## config.mk

```make
export PLATFORM = sky130hd
export DESIGN_NAME = pc_fetch
export DESIGN_NICKNAME = d
export VERILOG_FILES = /design/src/rtl/urcpu_pkg.sv /design/src/rtl/increment_module.sv /design/src/rtl/pc_fetch.sv
export SDC_FILE = /design/constraint.sdc
export NUM_CORES = 1
export LEC_CHECK = 0
export ABC_CLOCK_PERIOD_IN_PS = 5200
export BUFFER_PORTS_ARGS = -buffer_cell sky130_fd_sc_hd__buf_2
export CORE_AREA = 3 3 91 93
export DETAILED_ROUTE_END_ITERATION = 16
export DIE_AREA = 0 0 94 96
export GPL_ROUTABILITY_DRIVEN = 0
export PLACE_DENSITY = 0.75
export REMOVE_ABC_BUFFERS = 1
export SLEW_MARGIN = 20
export SYNTH_ARGS = -nofsm -noshare
export SYNTH_HDL_FRONTEND = slang
export SYNTH_HIERARCHICAL = 1
export SYNTH_SLANG_ARGS = --single-unit
```

## constraint.sdc

```tcl
create_clock -name clk -period 5.2 [get_ports clk]
set_input_delay 0.26 -clock clk [delete_from_list [all_inputs] [get_ports clk]]
set_output_delay 0.26 -clock clk [all_outputs]
set_load 0.005 [all_outputs]
```

## src/rtl/urcpu_pkg.sv

```systemverilog
// urcpu_pkg: shared URCPU widths, reset PC and fetch FSM state encoding
package urcpu_pkg;
  localparam int ADDR_W = 20;
  localparam int INSTR_W = 20;
  localparam logic [ADDR_W-1:0] RESET_PC = 20'h00000;
  typedef enum logic [1:0] {FETCH_IDLE, FETCH_REQ, FETCH_HOLD, FETCH_DRAIN} fetch_state_t;
endpackage

```

## src/rtl/increment_module.sv

```systemverilog
// increment_module: 20-bit PC incrementer, wraps 20'hFFFFF -> 20'h00000 with no carry out
// Ports: in (current PC), out (in + 1).
module increment_module (
  input  logic [19:0] in,
  output logic [19:0] out
);
  assign out = in + 20'd1;
endmodule

```

## src/rtl/pc_fetch.sv

```systemverilog
// pc_fetch: URCPU program counter and single-outstanding instruction fetch stage
// Ports: clk/rst (async active-high); redirect_valid/redirect_pc from execute;
// imem_req/imem_addr/imem_ack/imem_rdata to instruction memory;
// instr_valid/instr_ready/instr_data/instr_pc to decode;
// perf_fetch_cnt (accepted-instruction count) only when URCPU_PERF_CNT_EN is defined.
module pc_fetch import urcpu_pkg::*; #(
  parameter int ADDR_W = urcpu_pkg::ADDR_W,
  parameter int INSTR_W = urcpu_pkg::INSTR_W,
  parameter logic [ADDR_W-1:0] RESET_PC = urcpu_pkg::RESET_PC
) (
  input  logic               clk,
  input  logic               rst,
  input  logic               redirect_valid,
  input  logic [ADDR_W-1:0]  redirect_pc,
  output logic               imem_req,
  output logic [ADDR_W-1:0]  imem_addr,
  input  logic               imem_ack,
  input  logic [INSTR_W-1:0] imem_rdata,
  output logic               instr_valid,
  input  logic               instr_ready,
  output logic [INSTR_W-1:0] instr_data,
  output logic [ADDR_W-1:0]  instr_pc
`ifdef URCPU_PERF_CNT_EN
  ,
  output logic [31:0]        perf_fetch_cnt
`endif
);
  fetch_state_t state, state_n;
  logic [ADDR_W-1:0] pc, pc_n, pc_plus1;
  logic ack, hs, valid_n, load;
  increment_module u_inc (.in(pc), .out(pc_plus1));
  // an ack only counts while a request is actually outstanding
  assign ack = imem_req & imem_ack;
  assign hs = instr_valid & instr_ready;
  // capture fetched word only for an unflushed ack
  assign load = (state == FETCH_REQ) & ack & !redirect_valid;
  always_comb begin
    state_n = state;
    pc_n = redirect_valid ? redirect_pc : pc;
    valid_n = instr_valid & !redirect_valid;
    case (state)
      FETCH_IDLE: state_n = FETCH_REQ;
      FETCH_REQ: begin
        state_n = ack ? (redirect_valid ? FETCH_REQ : FETCH_HOLD) : (redirect_valid ? FETCH_DRAIN : FETCH_REQ);
        pc_n = redirect_valid ? redirect_pc : (ack ? pc_plus1 : pc);
        valid_n = load;
      end
      FETCH_HOLD: begin
        state_n = (hs || redirect_valid) ? FETCH_REQ : FETCH_HOLD;
        valid_n = !hs && !redirect_valid;
      end
      FETCH_DRAIN: state_n = ack ? FETCH_REQ : FETCH_DRAIN;
      default: state_n = FETCH_IDLE;
    endcase
  end
  // a drained request keeps its pre-redirect address until acked
  always_ff @(posedge clk or posedge rst) begin
    if (rst) begin
      state <= FETCH_IDLE;
      pc <= RESET_PC;
      imem_req <= 1'b0;
      imem_addr <= RESET_PC;
      instr_valid <= 1'b0;
      instr_data <= '0;
      instr_pc <= '0;
    end else begin
      state <= state_n;
      pc <= pc_n;
      imem_req <= (state_n == FETCH_REQ) || (state_n == FETCH_DRAIN);
      imem_addr <= (state_n == FETCH_REQ) ? pc_n : imem_addr;
      instr_valid <= valid_n;
      if (load) begin
        instr_data <= imem_rdata;
        instr_pc <= pc;
      end
    end
  end
`ifdef URCPU_PERF_CNT_EN
  always_ff @(posedge clk or posedge rst) begin
    if (rst) perf_fetch_cnt <= '0;
    else if (hs) perf_fetch_cnt <= perf_fetch_cnt + 32'd1;
  end
`endif
endmodule

```

==> summary.txt <==
Job
  – MaxCap Viol Count: 0

Place
  – Pre-CTS setup slack: 1950 ps
  – Port Buffers: 106
  – Placed Area: 4330 sq um
  – HPWL after DPL: 5.45 mm

Route
  – Antenna viol nets, final: 0
  – DR WL/cell: 15.5 um
  – Top Layer Used: met4
  – Vias per cell: 5.23
  – Drt total wl: 7.79 mm
  – Met2 wire length: 3.65 mm
  – Wl on met1: 3.53 mm
  – TritonRoute pass-1 iters: 4
  – Drt first-iter violations: 106
  – Via count: 2632
  – DR WL met3: 523 um
  – # DRC: 0

Status
  – Status: finished, final reports clean

Synthesis
  – Unique cell type count in the Yosys netlist: 23
  – Compound-cell area share of the yosys netlist: 0.0888
  – Simple-gate share of the synthesized area: 0.0787
  – Post-Synth Adder-Cell Area: 0.0202
  – Post-Synth XOR/XNOR Area: 0.0424
  – Ys async rst share: 1.00
  – Primary FF master, synth: dfrtp_1
  – EDFF count, synth: 0
  – Seq cells post-synth: 83
  – Sequential area share after synthesis: 0.558
  – Combinational family with the most area after synthesis: multiplexers
  – Mux contribution to synthesized area: 0.182
  – Syn Area/Cell: 12.7 sq um
  – Yosys warning count: 6
  – Syn Inst Count: 292
  – Synthesized cell area: 3720 sq um

Clock tree
  – Max Root-Sink Buffers: 2
  – Worst skew pair latency: 350 ps
  – Hold_buf cts: 0
  – Clock sink count: 83
  – Max H-tree Level: 3
  – Clock Tree Root: clkbuf_8
  – Reg clk slew, reported paths: 80 ps
  – TritonCTS Buffers: 9
  – CTS tree: built
  – Cts repair resizes: 0
  – Setup Fix Bufs, Post-CTS: 0

GRT
  – Vias in the first global route: 2676
  – GR Util All Layers: 0.178
  – Total grt overflow: 0
  – First-pass GRT wire length: 12.5 mm
  – Largest net degree at the start of global routing: 84
  – Initial antenna violation count: 0

STA
  – Fin crit share: 0.550
  – Hold Vio Cnt, Final: 0
  – Slew margin rel.: 0.294
  – Worst slew pin tran: 1060 ps
  – Post-layout worst setup margin: 2340 ps
  – Slew Limit Fails: 0
  – Max Freq: 349 MHz
  – WHS: 108 ps
  – Worst clock skew: 6.89 ps
  – Final setup viols: 0
  – Min Tclk post-route: 2860 ps
  – RSZ-0062 raised after global routing: no
  – Setup TNS: 0 ps

Final layout
  – N_diodes: 0
  – Post-route cell area: 4520 sq um
  – Fill cells: 636
  – Most frequent cells in the layout: buf_2, dfrtp_1, mux2_2
  – Share of cells above drive strength 1: 0.471
  – P&R area growth vs syn: 21.5%
  – # nets final: 447
  – Area occupied by multi-input gates: 1550 sq um
  – Leading cell type in the layout, fill and taps excluded: buf_2
  – Register Area: 2080 sq um

Critical path
  – Cell repeated most along the worst path: inv_1
  – Crit path max fanout: 23
  – Worst path cell trace: buf_2 > inv_1 > ha_1 > inv_1 > a222oi_1 > a2bb2oi_4 > mux2_2
  – Worst path max stage delay: 580 ps
  – Crit start category: input port
  – CP endpoint kind: flop
  – Crit path max-delay cell type: a2bb2oi_4
  – Worst r2r path cells: 7
  – CP required: 5430 ps
  – Worst Path Arrival: 3090 ps
  – Critical path type: input port to flop

Hold path
  – Worst Hold Class: input port to async pin

Floorplanning
  – Die ar.: 9020 sq um
  – Num ports: 107
  – Core area: 7610 sq um
  – Width of the die: 94 um
  – Die Y: 96 um
  – Rows: 32
  – Initial Utilization: 0.489

Power and ir drop
  – Total power: 2.57 mW
  – Power Density: 569 nW/um^2
  – Worst vdd ir: 0.335 mV
  – Leakage: 2.13 nW
[through the flow]
| stage | instances | util |
|---|---|---|
| 2_1_floorplan | 278 | - |
| 3_3_place_gp | 487 | 0.568 |
| 3_5_place_dp | 487 | 0.569 |
| 4_1_cts | 503 | 0.594 |
| 5_1_grt | 503 | 0.594 |
| 6_report | 503 | 0.594 |
[routing by layer]
layer  GRT usage  vias to the layer above
met4      0.0638                        0
li1            -                     1242
met1       0.229                     1294
met3      0.0391                        9
met2       0.297                       87
met5           0                        -
[report_power, final]
group / switching [mW] / leakage, nW / internal, mW
sequential: 0.182 / 0.958 / 0.933
combinational: 0.454 / 1.08 / 0.577
clock: 0.228 / 0.0915 / 0.200
[sequential cells by signal (all words and copies together) (netlist names)]
name / count
imem_addr: 20
instr_data: 20
instr_pc: 20
pc: 20
state: 2
instr_valid: 1
[cells by family (layout without fill, tap and decap cells)]
group	Yosys count	after routing
flops	83	83
mux	60	60
simple gates	54	54
compound gates	47	47
buf+inv	24	133
xor+xnor	18	18
fa+ha+maj	6	6
[synth_stat cells, types with 3 or more instances]
| master | count | area, sq um |
|---|---|---|
| dfrtp_1 | 83 | 2080 |
| mux2_2 | 60 | 676 |
| nand2_1 | 29 | 109 |
| a21oi_1 | 22 | 110 |
| a2bb2oi_1 | 20 | 175 |
| xnor2_1 | 13 | 114 |
| inv_1 | 10 | 37.5 |
| nand3_1 | 10 | 50.1 |
| buf_2 | 6 | 30.0 |
| clkbuf_1 | 6 | 22.5 |
| ha_1 | 6 | 75.1 |
| nor2_1 | 5 | 18.8 |
| xor2_1 | 5 | 43.8 |
| and4_1 | 3 | 26.3 |
[worst max-delay path, delay by kind of cell]
| family | cells | cell delay, ps |
|---|---|---|
| adder cells (fa/ha/maj) | 1 | 440 |
| buffers and inverters | 3 | 840 |
| AO/OA/AOI/OAI | 2 | 1140 |
| multiplexers | 1 | 410 |
[path summary, 6_finish.rpt]
path | startpoint | endpoint | slack, ps
min in group clk | imem_rdata[13] | instr_data[13] | 140
setup / recovery | redirect_valid | imem_addr[6] | 2340
max in group asynchronous | rst | pc[12] | 4620
setup reg to reg | state[0] | imem_addr[6] | 2580
hold / removal | rst | instr_data[17] | 110
hold reg to reg | instr_data[17] | instr_data[17] | 500
[area by class of cell]
class | instances | share of cell area
repair buffers | 107 | 0.120
well taps | 102 | 0.0282
multi-input cells | 185 | 0.342
clock buffers | 11 | 0.0335
flip-flops and latches | 83 | 0.459
inverters | 10 | 0.00858
clock inverters | 5 | 0.00830
Note: power is estimated with default switching activity, not from simulation.
